**src/rtl/mem_arbiter.sv**
```systemverilog
// Two-requester memory arbiter: an instruction-fetch port and a data port share one memory port.
// Contention alternates between the ports, and a wait counter aborts a request that is never acknowledged.
module mem_arbiter #(
    parameter int AW      = 32,
    parameter int DW      = 32,
    parameter int TIMEOUT = 255
) (
    input  logic          clk,
    input  logic          rst,
    input  logic          i_req,
    input  logic [AW-1:0] i_addr,
    output logic [DW-1:0] i_rdata,
    output logic          i_ready,
    input  logic          d_req,
    input  logic          d_we,
    input  logic [3:0]    d_be,
    input  logic [AW-1:0] d_addr,
    input  logic [DW-1:0] d_wdata,
    output logic [DW-1:0] d_rdata,
    output logic          d_ready,
    output logic          m_req,
    output logic          m_we,
    output logic [3:0]    m_be,
    output logic [AW-1:0] m_addr,
    output logic [DW-1:0] m_wdata,
    input  logic [DW-1:0] m_rdata,
    input  logic          m_ack,
    output logic          err
);

    typedef enum logic [1:0] {IDLE, SERVE_I, SERVE_D, DONE} state_t;

    localparam logic [7:0] TMO = 8'(TIMEOUT);

    state_t        state_q, state_d;
    logic          last_d_q, last_d_d;
    logic [7:0]    cnt_q, cnt_d;
    logic          we_q, we_d;
    logic [3:0]    be_q, be_d;
    logic [AW-1:0] addr_q, addr_d;
    logic [DW-1:0] wdata_q, wdata_d;
    logic [DW-1:0] irdata_q, irdata_d;
    logic [DW-1:0] drdata_q, drdata_d;
    logic          irdy_q, irdy_d;
    logic          drdy_q, drdy_d;
    logic          err_q, err_d;
    logic          serve_d;

    always_ff @(posedge clk or negedge rst) begin
        if (!rst) begin
            state_q  <= IDLE;
            last_d_q <= 1'b0;
            cnt_q    <= '0;
            we_q     <= 1'b0;
            be_q     <= '0;
            addr_q   <= '0;
            wdata_q  <= '0;
            irdata_q <= '0;
            drdata_q <= '0;
            irdy_q   <= 1'b0;
            drdy_q   <= 1'b0;
            err_q    <= 1'b0;
        end else begin
            state_q  <= state_d;
            last_d_q <= last_d_d;
            cnt_q    <= cnt_d;
            we_q     <= we_d;
            be_q     <= be_d;
            addr_q   <= addr_d;
            wdata_q  <= wdata_d;
            irdata_q <= irdata_d;
            drdata_q <= drdata_d;
            irdy_q   <= irdy_d;
            drdy_q   <= drdy_d;
            err_q    <= err_d;
        end
    end

    always_comb begin
        state_d  = state_q;
        last_d_d = last_d_q;
        cnt_d    = cnt_q;
        we_d     = we_q;
        be_d     = be_q;
        addr_d   = addr_q;
        wdata_d  = wdata_q;
        irdata_d = irdata_q;
        drdata_d = drdata_q;
        irdy_d   = 1'b0;
        drdy_d   = 1'b0;
        err_d    = 1'b0;
        serve_d  = (state_q == SERVE_D);
        case (state_q)
            IDLE: begin
                // On contention the port that was not served last wins.
                if (d_req && (!i_req || !last_d_q)) begin
                    state_d = SERVE_D;
                    cnt_d   = '0;
                    we_d    = d_we;
                    be_d    = d_be;
                    addr_d  = d_addr;
                    wdata_d = d_wdata;
                end else if (i_req) begin
                    state_d = SERVE_I;
                    cnt_d   = '0;
                    we_d    = 1'b0;
                    be_d    = 4'hF;
                    addr_d  = i_addr;
                    wdata_d = '0;
                end
            end
            SERVE_I, SERVE_D: begin
                if (m_ack) begin
                    state_d  = DONE;
                    last_d_d = serve_d;
                    drdy_d   = serve_d;
                    irdy_d   = !serve_d;
                    if (!serve_d)
                        irdata_d = m_rdata;
                    else if (!we_q)
                        drdata_d = m_rdata;
                end else if (cnt_q + 8'd1 == TMO) begin
                    // Ack never came: complete with zeroed read data and flag the abort.
                    state_d  = DONE;
                    last_d_d = serve_d;
                    drdy_d   = serve_d;
                    irdy_d   = !serve_d;
                    err_d    = 1'b1;
                    if (serve_d)
                        drdata_d = '0;
                    else
                        irdata_d = '0;
                end else begin
                    cnt_d = cnt_q + 8'd1;
                end
            end
            DONE:    state_d = IDLE;
            default: state_d = IDLE;
        endcase
    end

    assign m_req   = (state_q == SERVE_I) || (state_q == SERVE_D);
    assign m_we    = we_q;
    assign m_be    = be_q;
    assign m_addr  = addr_q;
    assign m_wdata = wdata_q;
    assign i_rdata = irdata_q;
    assign d_rdata = drdata_q;
    assign i_ready = irdy_q;
    assign d_ready = drdy_q;
    assign err     = err_q;

endmodule

```
**config.mk**
```make
export PLATFORM = sky130hd
export DESIGN_NAME = mem_arbiter
export DESIGN_NICKNAME = d
export VERILOG_FILES = /design/src/rtl/mem_arbiter.sv
export SDC_FILE = /design/constraint.sdc
export NUM_CORES = 1
export LEC_CHECK = 0
export BUFFER_PORTS_ARGS = -buffer_cell sky130_fd_sc_hd__buf_2
export CELL_PAD_IN_SITES_DETAIL_PLACEMENT = 1
export CELL_PAD_IN_SITES_GLOBAL_PLACEMENT = 2
export CORE_MARGIN = 4
export CORE_UTILIZATION = 29
export CTS_BUF_LIST = sky130_fd_sc_hd__clkbuf_16
export CTS_CLUSTER_SIZE = 12
export DETAILED_ROUTE_END_ITERATION = 6
export GPL_ROUTABILITY_DRIVEN = 1
export PLACE_DENSITY_LB_ADDON = 0.1
export SYNTH_ARGS = -nofsm -noshare
export SYNTH_HDL_FRONTEND = slang
export SYNTH_SLANG_ARGS = --single-unit
export TNS_END_PERCENT = 5
```
**constraint.sdc**
```tcl
create_clock -name clk -period 2.95 [get_ports clk]
set_input_delay 0 -clock clk [delete_from_list [all_inputs] [get_ports clk]]
set_output_delay 0 -clock clk [all_outputs]
set_load 0.01 [all_outputs]
```
==> metrics.yaml, run 1 <==
timing:
  worst-slew-pin-transition_ns: 1.11
  finalHoldViolations: 0
  fin_crit_sh_pct: 90.2
  period_minus_slack_ns: 2.66
  fmax_ghz: 0.376
  finalSetupViolations: 0
  slew_headroom_pct: 25.6
  fin_tns_setup_ns: 0
  grt_setup_unrepaired: "no"
  drv_slew: 0
  skew_ns: 0.00864
  fin_ws_ns: 0.289
finish:
  nets: 1047
  drive_gt1_share_pct: 35.5
  area_delta_synth_final_pct: 58.9
  insertedDiodeCount: 0
  fillers: 2251
  multi_input_area_mm2: 0.00227
  final-seq-area_mm2: 0.00368
clocking:
  holdBufCountCts: 133
  clkLatencyLatePin_ns: 0.41
  cts-root-buf: "clkbuf_16"
  post_cts_buffers: 0
  clk_pin_slew_worst_paths_ns: 0.06
  cts_tree: "built"
  clkSinkCount: 147
  numCtsBuffers: 17
  htreeDepth: 4
  cts_buffer_depth: 2
  cts_resized: 0
outcome:
  status: "finished, final reports clean"
grt:
  antenna_found_initial: 1
  overflow: 0
  grt_max_degree: 61
  grt_pass1_wl_um: 35500
  grt.total_usage_pct: 18.8
  first_global_vias: 6221
hold_path:
  hp-class: "in2reg"
routing:
  vias: 5724
  antenna_left: 0
  dr.pass1.iters: 4
  finalWirelength_um: 21900
  route.detailed.drc: 0
  drt-vias-per-instance: 4.82
  post_drt_wl_per_cell_um: 18.4
  drt_iter0_drc: 159
critical_path:
  critPathMaxStageDelay_ns: 0.48
  slowest_stage: "dfrtp_1"
  end_kind: "flip-flop"
  cp_cell_sequence: "ha_1 -> nand2b_1 -> or4b_1 -> and3_1 -> nor2_4 -> a21oi_2 -> buf_4 -> a221o_1"
  cp_max_fo: 31
  required_ns: 3.24
  cpLargestDelayFamily: "simple AND/OR/NAND/NOR gates"
  worst-path-buf-inv: 1
  arrival_ns: 2.95
  cp-start-kind: "flip-flop"
  critPathKind: "reg2reg"
synthesis:
  ys_warn_count: 0
  seq_area_frac_synth_pct: 60.3
  synth_edf_count: 0
  synthCells: 503
  synth_area_leaders: "dfrtp_1, a22o_1, mux2i_1"
  async_flop_share_pct: 100
  synth_top_area_share_pct: 60.3
  synth_cell_types: 39
  netlist_area_mm2: 0.00610
  syn_area_per_cell_um2: 12.1
  synth.largest_area_cell: "dfrtp_1"
  synth_nets: 645
  ys_ff_latch: 147
  ys.flop_type: "dfrtp_1"
place:
  port_buffers: 274
  gp_congestion: 0.803
  place_ws_ns: 0.300
  dp.final_hpwl_um: 15200
power:
  leakage_uw: 0.00465
  p_per_area_mw_per_mm2: 1020
  ir_worst_vdd_mv: 0.396
die:
  pin_count: 275
  start_util_pct: 29.9
  die-area_mm2: 0.0234
  core_area_mm2: 0.0204
  dieWidth_um: 153
  rows: 52
  die_h_um: 153
job:
  max_cap_viol_count: 0
[layout by cell type (no fill, tap or decap), drive strengths merged, types with 2 or more instances in the layout]
cell / netlist / final
buf: 8 / 288
dfrtp: 147 / 147
dlygate4sd3: 0 / 133
a22o: 70 / 70
o21ai: 44 / 44
nand2: 43 / 43
nor2b: 32 / 32
mux2i: 32 / 32
a221o: 31 / 31
clkbuf: 30 / 17
inv: 9 / 16
nor2: 7 / 7
or4: 5 / 5
clkinv: 0 / 5
nor3: 4 / 4
o22a: 4 / 4
ha: 4 / 4
a21oi: 4 / 4
nand3: 3 / 3
a21o: 3 / 3
clkinvlp: 0 / 3
o211ai: 2 / 2
nand2b: 2 / 2
and3: 2 / 2
and2: 2 / 2
o21a: 2 / 2
a21boi: 2 / 2
[power by group]
| part | switching [µW] | leakage (µW) | internal, µW |
|---|---|---|---|
| Clock | 914 | 0.000264 | 1100 |
| Combinational | 2320 | 0.00263 | 1950 |
| Sequential | 598 | 0.00176 | 2960 |
| Total | 3830 | 0.00465 | 6010 |
[layer usage]
layer	vias up	wire [µm]	GRT usage (%)
met5	-	13	0
met4	2	446	5.81
met2	217	10300	30.5
met1	2805	9440	23.9
li1	2674	-	-
met3	26	1670	6.39
[area by class of cell]
class / count / share of cell area (%)
Clock inverter: 15 / 1.27
Clock buffer: 17 / 4.39
Sequential cell: 147 / 38.0
Tap cell: 270 / 3.49
Multi-Input combinational cell: 309 / 23.4
Inverter: 9 / 0.349
Timing Repair Buffer: 421 / 29.2
[sequential cells by signal, indices dropped and copies added, names as in the netlist, 2 cells and up]
name and count:
state_q 2, m_be 4, d_rdata 32, i_rdata 32, m_wdata 32, cnt_q 8, m_addr 32
[worst paths after layout]
check                                  startpoint                      end  slack (ns)  depth (start not counted)
max                          cnt_q[0]$_DFFE_PN0P_  d_rdata[28]$_DFFE_PN0P_        0.29                          8
min                                    i_addr[27]   m_addr[27]$_DFFE_PN0P_        0.04                          3
max reg2reg                  cnt_q[0]$_DFFE_PN0P_  d_rdata[28]$_DFFE_PN0P_        0.29                          8
min reg2reg                m_addr[14]$_DFFE_PN0P_   m_addr[14]$_DFFE_PN0P_        0.48                          2
max in group asynchronous                     rst  i_rdata[24]$_DFFE_PN0P_        1.97                          3
min in group asynchronous                     rst   i_rdata[5]$_DFFE_PN0P_        0.13                          2
[cells in the mapped netlist (all sizes together) (4+ instances only)]
library cell / number
nand2: 43
nor2: 7
mux2i: 32
o22a: 4
dfrtp: 147
nor2b: 32
o21ai: 44
a22o: 70
nor3: 4
clkbuf: 30
ha: 4
buf: 8
a221o: 31
a21oi: 4
or4: 5
inv: 9
[cells by family (layout without fill, tap and decap cells)]
group,Yosys count,in the layout,synth area share (%)
adder cells (fa/ha/maj),4,4,0.821
buffers and inverters,47,462,3.04
flip-flops,147,147,60.3
AO/OA/AOI/OAI,168,168,21.6
AND/OR/NAND/NOR,105,105,8.95
multiplexers,32,32,5.25
[worst min-delay path: stages]
cell	delay, ns
buf_2	0.08
mux2i_1	0.12
o21ai_0	0.21
[through the flow]
step	instances	total power, µW	hold slack [ns]	cell area, µm²	utilization [%]
floorplan	503	5860	-0.296	6100	-
global placement	1023	7570	0.0188	7810	38.2
detailed placement	1023	7710	0.0264	7810	38.2
CTS	1188	9970	0.0123	9690	47.4
global route	1188	10600	0.0379	9690	47.4
finish	1188	9840	0.0369	9690	47.4
(Power assumes the default switching activity.)
==> inputs of run 2 (changes only) <==
Settings changed: ABC_AREA set to 1, CORE_MARGIN 4 to 2, CORE_UTILIZATION 29 to 28.
==> run 2 against run 1 <==
Maximum frequency increased by 9.5%. Sequential power barely moved. Synthesized area rose by 8.2%. Largest cell class unchanged. Cell count is 18% higher. Highest routed layer unchanged. Largest power group unchanged. Critical path type unchanged. First-iteration DRC count up 110%. Core utilization shrank 3.7 points.
==> metrics.yaml, run 2 <==
finish:
  postLayoutCoreUtil_pct: 43.8
  nets: 1206
  layout_commonest_cell: "buf_2"
  final_cell_mix: "buf_2, dfrtp_1, nand2_1, dlygate4sd3_1, nand4_1"
  fillers: 2699
  drive_gt1_share_pct: 36.4
  area_delta_synth_final_pct: 54.7
place:
  port_buffers: 274
  gp_congestion: 0.792
  dp.final_hpwl_um: 16300
  place_ws_ns: 0.525
clocking:
  htreeDepth: 4
  cts_resized: 0
  clkSinkCount: 147
  clkLatencyLatePin_ns: 0.42
  numCtsBuffers: 17
  cts-root-buf: "clkbuf_16"
  cts_buffer_depth: 2
  cts_tree: "built"
  clk_pin_slew_worst_paths_ns: 0.06
grt:
  grt_pass1_wl_um: 39700
  grt.total_usage_pct: 20.5
  first_global_vias: 7359
  antenna_found_initial: 2
  grt_max_degree: 78
  overflow: 0
synthesis:
  synthCells: 672
  synth_top_area_share_pct: 55.7
  synth.most_common_cell: "dfrtp_1"
  synth_cell_types: 25
  async_flop_share_pct: 100
  syn_area_per_cell_um2: 9.82
  netlist_area_mm2: 0.00660
  seq_area_frac_synth_pct: 55.7
  ys.flop_type: "dfrtp_1"
  synth_nets: 814
  synth.largest_area_cell: "dfrtp_1"
  synth_common_cells: "dfrtp_1, nand2_1, nand4_1"
  synth_edf_count: 0
  ys_warn_count: 0
  synth_area_leaders: "dfrtp_1, nand2_1, nand4_1"
  ys_ff_latch: 147
timing:
  slew_headroom_pct: 30.2
  worst-slew-pin-transition_ns: 1.05
  fin_crit_sh_pct: 82.4
  grt_setup_unrepaired: "no"
  finalHoldViolations: 0
  period_minus_slack_ns: 2.43
  skew_ns: 0.0144
  fmax_ghz: 0.412
  fin_tns_setup_ns: 0
  finalSetupViolations: 0
  drv_slew: 0
  fin_ws_ns: 0.520
critical_path:
  cp_max_fo: 33
  critPathMaxStageDelay_ns: 0.69
  required_ns: 3.30
  worst-path-buf-inv: 1
  slowest_stage: "buf_4"
  end_kind: "flip-flop"
  cp_cell_sequence: "ha_1 -> nand3_1 -> nand2_1 -> nand2_1 -> nand3_1 -> nor2_4 -> nand2_2 -> nand2_4 -> nand3_4 -> buf_4 -> nand2_1 -> nand2_1"
  cp-start-kind: "flip-flop"
  critPathKind: "reg2reg"
  cpLargestDelayFamily: "simple AND/OR/NAND/NOR gates"
  crit_top_cell: "nand2_1"
  arrival_ns: 2.78
routing:
  finalWirelength_um: 24600
  drt-vias-per-instance: 4.72
  post_drt_wl_per_cell_um: 17.6
  dr.pass1.iters: 4
  drt_iter0_drc: 328
  vias: 6588
  antenna_left: 0
  route.detailed.drc: 0
power:
  totalPowerFinal_uw: 10700
  ir_worst_vdd_mv: 0.500
  leakage_uw: 0.00513
  power.internal_uw: 6290
  seqPwrFrac_pct: 33.2
  p_sw_uw: 4420
  swShare_pct: 41.3
  p_per_area_mw_per_mm2: 1050
  p_clk_share_pct: 20.3
  power_frac_comb_pct: 46.4
die:
  core_area_mm2: 0.0233
  dieWidth_um: 158
  start_util_pct: 28.3
  pin_count: 275
  die-area_mm2: 0.0248
  rows: 56
  die_h_um: 158
hold_path:
  hp-class: "in2async"
outcome:
  status: "finished, final reports clean"
job:
  max_cap_viol_count: 0
## run 2: stage by stage
stage,std cells,hold WS [ns],cell area [µm²]
2_1_floorplan,672,-0.296,6600
3_3_place_gp,1229,-0.0241,8280
3_5_place_dp,1229,-0.0197,8280
4_1_cts,1395,0.0733,10200
5_1_grt,1395,0.108,10200
6_report,1396,0.0889,10200
## run 2: per-layer routing
layer	GRT usage [%]	vias to the layer above	part of all wire [%]
met5	0	-	0.045
met4	6.97	2	2.1
met3	5.81	31	6.7
met2	35.1	229	49
met1	24.8	3230	42
li1	-	3096	-
## run 2: final cells by class
type                       count  area [µm²]  share of cell area (%)
antenna                        1        2.50                  0.0245
clock inverter                14         151                    1.48
clock buffer                  17         425                    4.17
timing repair buffer         424        2850                    27.9
tap                          319         399                    3.91
multi-input combinational    453        2620                    25.7
sequential                   147        3680                    36.0
inverter                      21        78.8                   0.772
## run 2: power by group through the flow
stage | Sequential, µW | Combinational (µW) | Clock [µW]
finish | 3560 | 4970 | 2180
global route | 3680 | 5500 | 2320
CTS | 3560 | 5010 | 2250
detailed placement | 3560 | 4510 | 0
global placement | 3550 | 4400 | 0
floorplan | 3930 | 2270 | 0
## run 2: final timing paths
path	startpoint	endpoint	slack, ns	depth (start not counted)
worst min-delay path	rst	d_rdata[26]$_DFFE_PN0P_	0.09	2
worst max-delay path	cnt_q[0]$_DFFE_PN0P_	i_rdata[31]$_DFFE_PN0P_	0.52	12
min in group clk	m_ack	d_rdata[7]$_DFFE_PN0P_	0.10	3
max in group asynchronous	rst	m_wdata[10]$_DFFE_PN0P_	2.02	3
worst min register to register	d_rdata[14]$_DFFE_PN0P_	d_rdata[14]$_DFFE_PN0P_	0.46	2
worst max register to register	cnt_q[0]$_DFFE_PN0P_	i_rdata[31]$_DFFE_PN0P_	0.52	12
## run 2: timing repair
item / in CTS / in global routing
hold buffers: 135 / 0
hold endpoints to repair: 180 / 0
buffers inserted: 0 / 0
setup endpoints to repair: 0 / 0
## run 2: cells by family (layout without fill, tap and decap cells)
kind of cell	after synthesis	after routing	share of synthesized area, %
adder cells (fa/ha/maj)	4	4	0.758
AND/OR/NAND/NOR	372	372	30.1
buffers and inverters	72	476	4.74
other	0	1	0
flip-flops	147	147	55.7
AO/OA/AOI/OAI	77	77	8.63
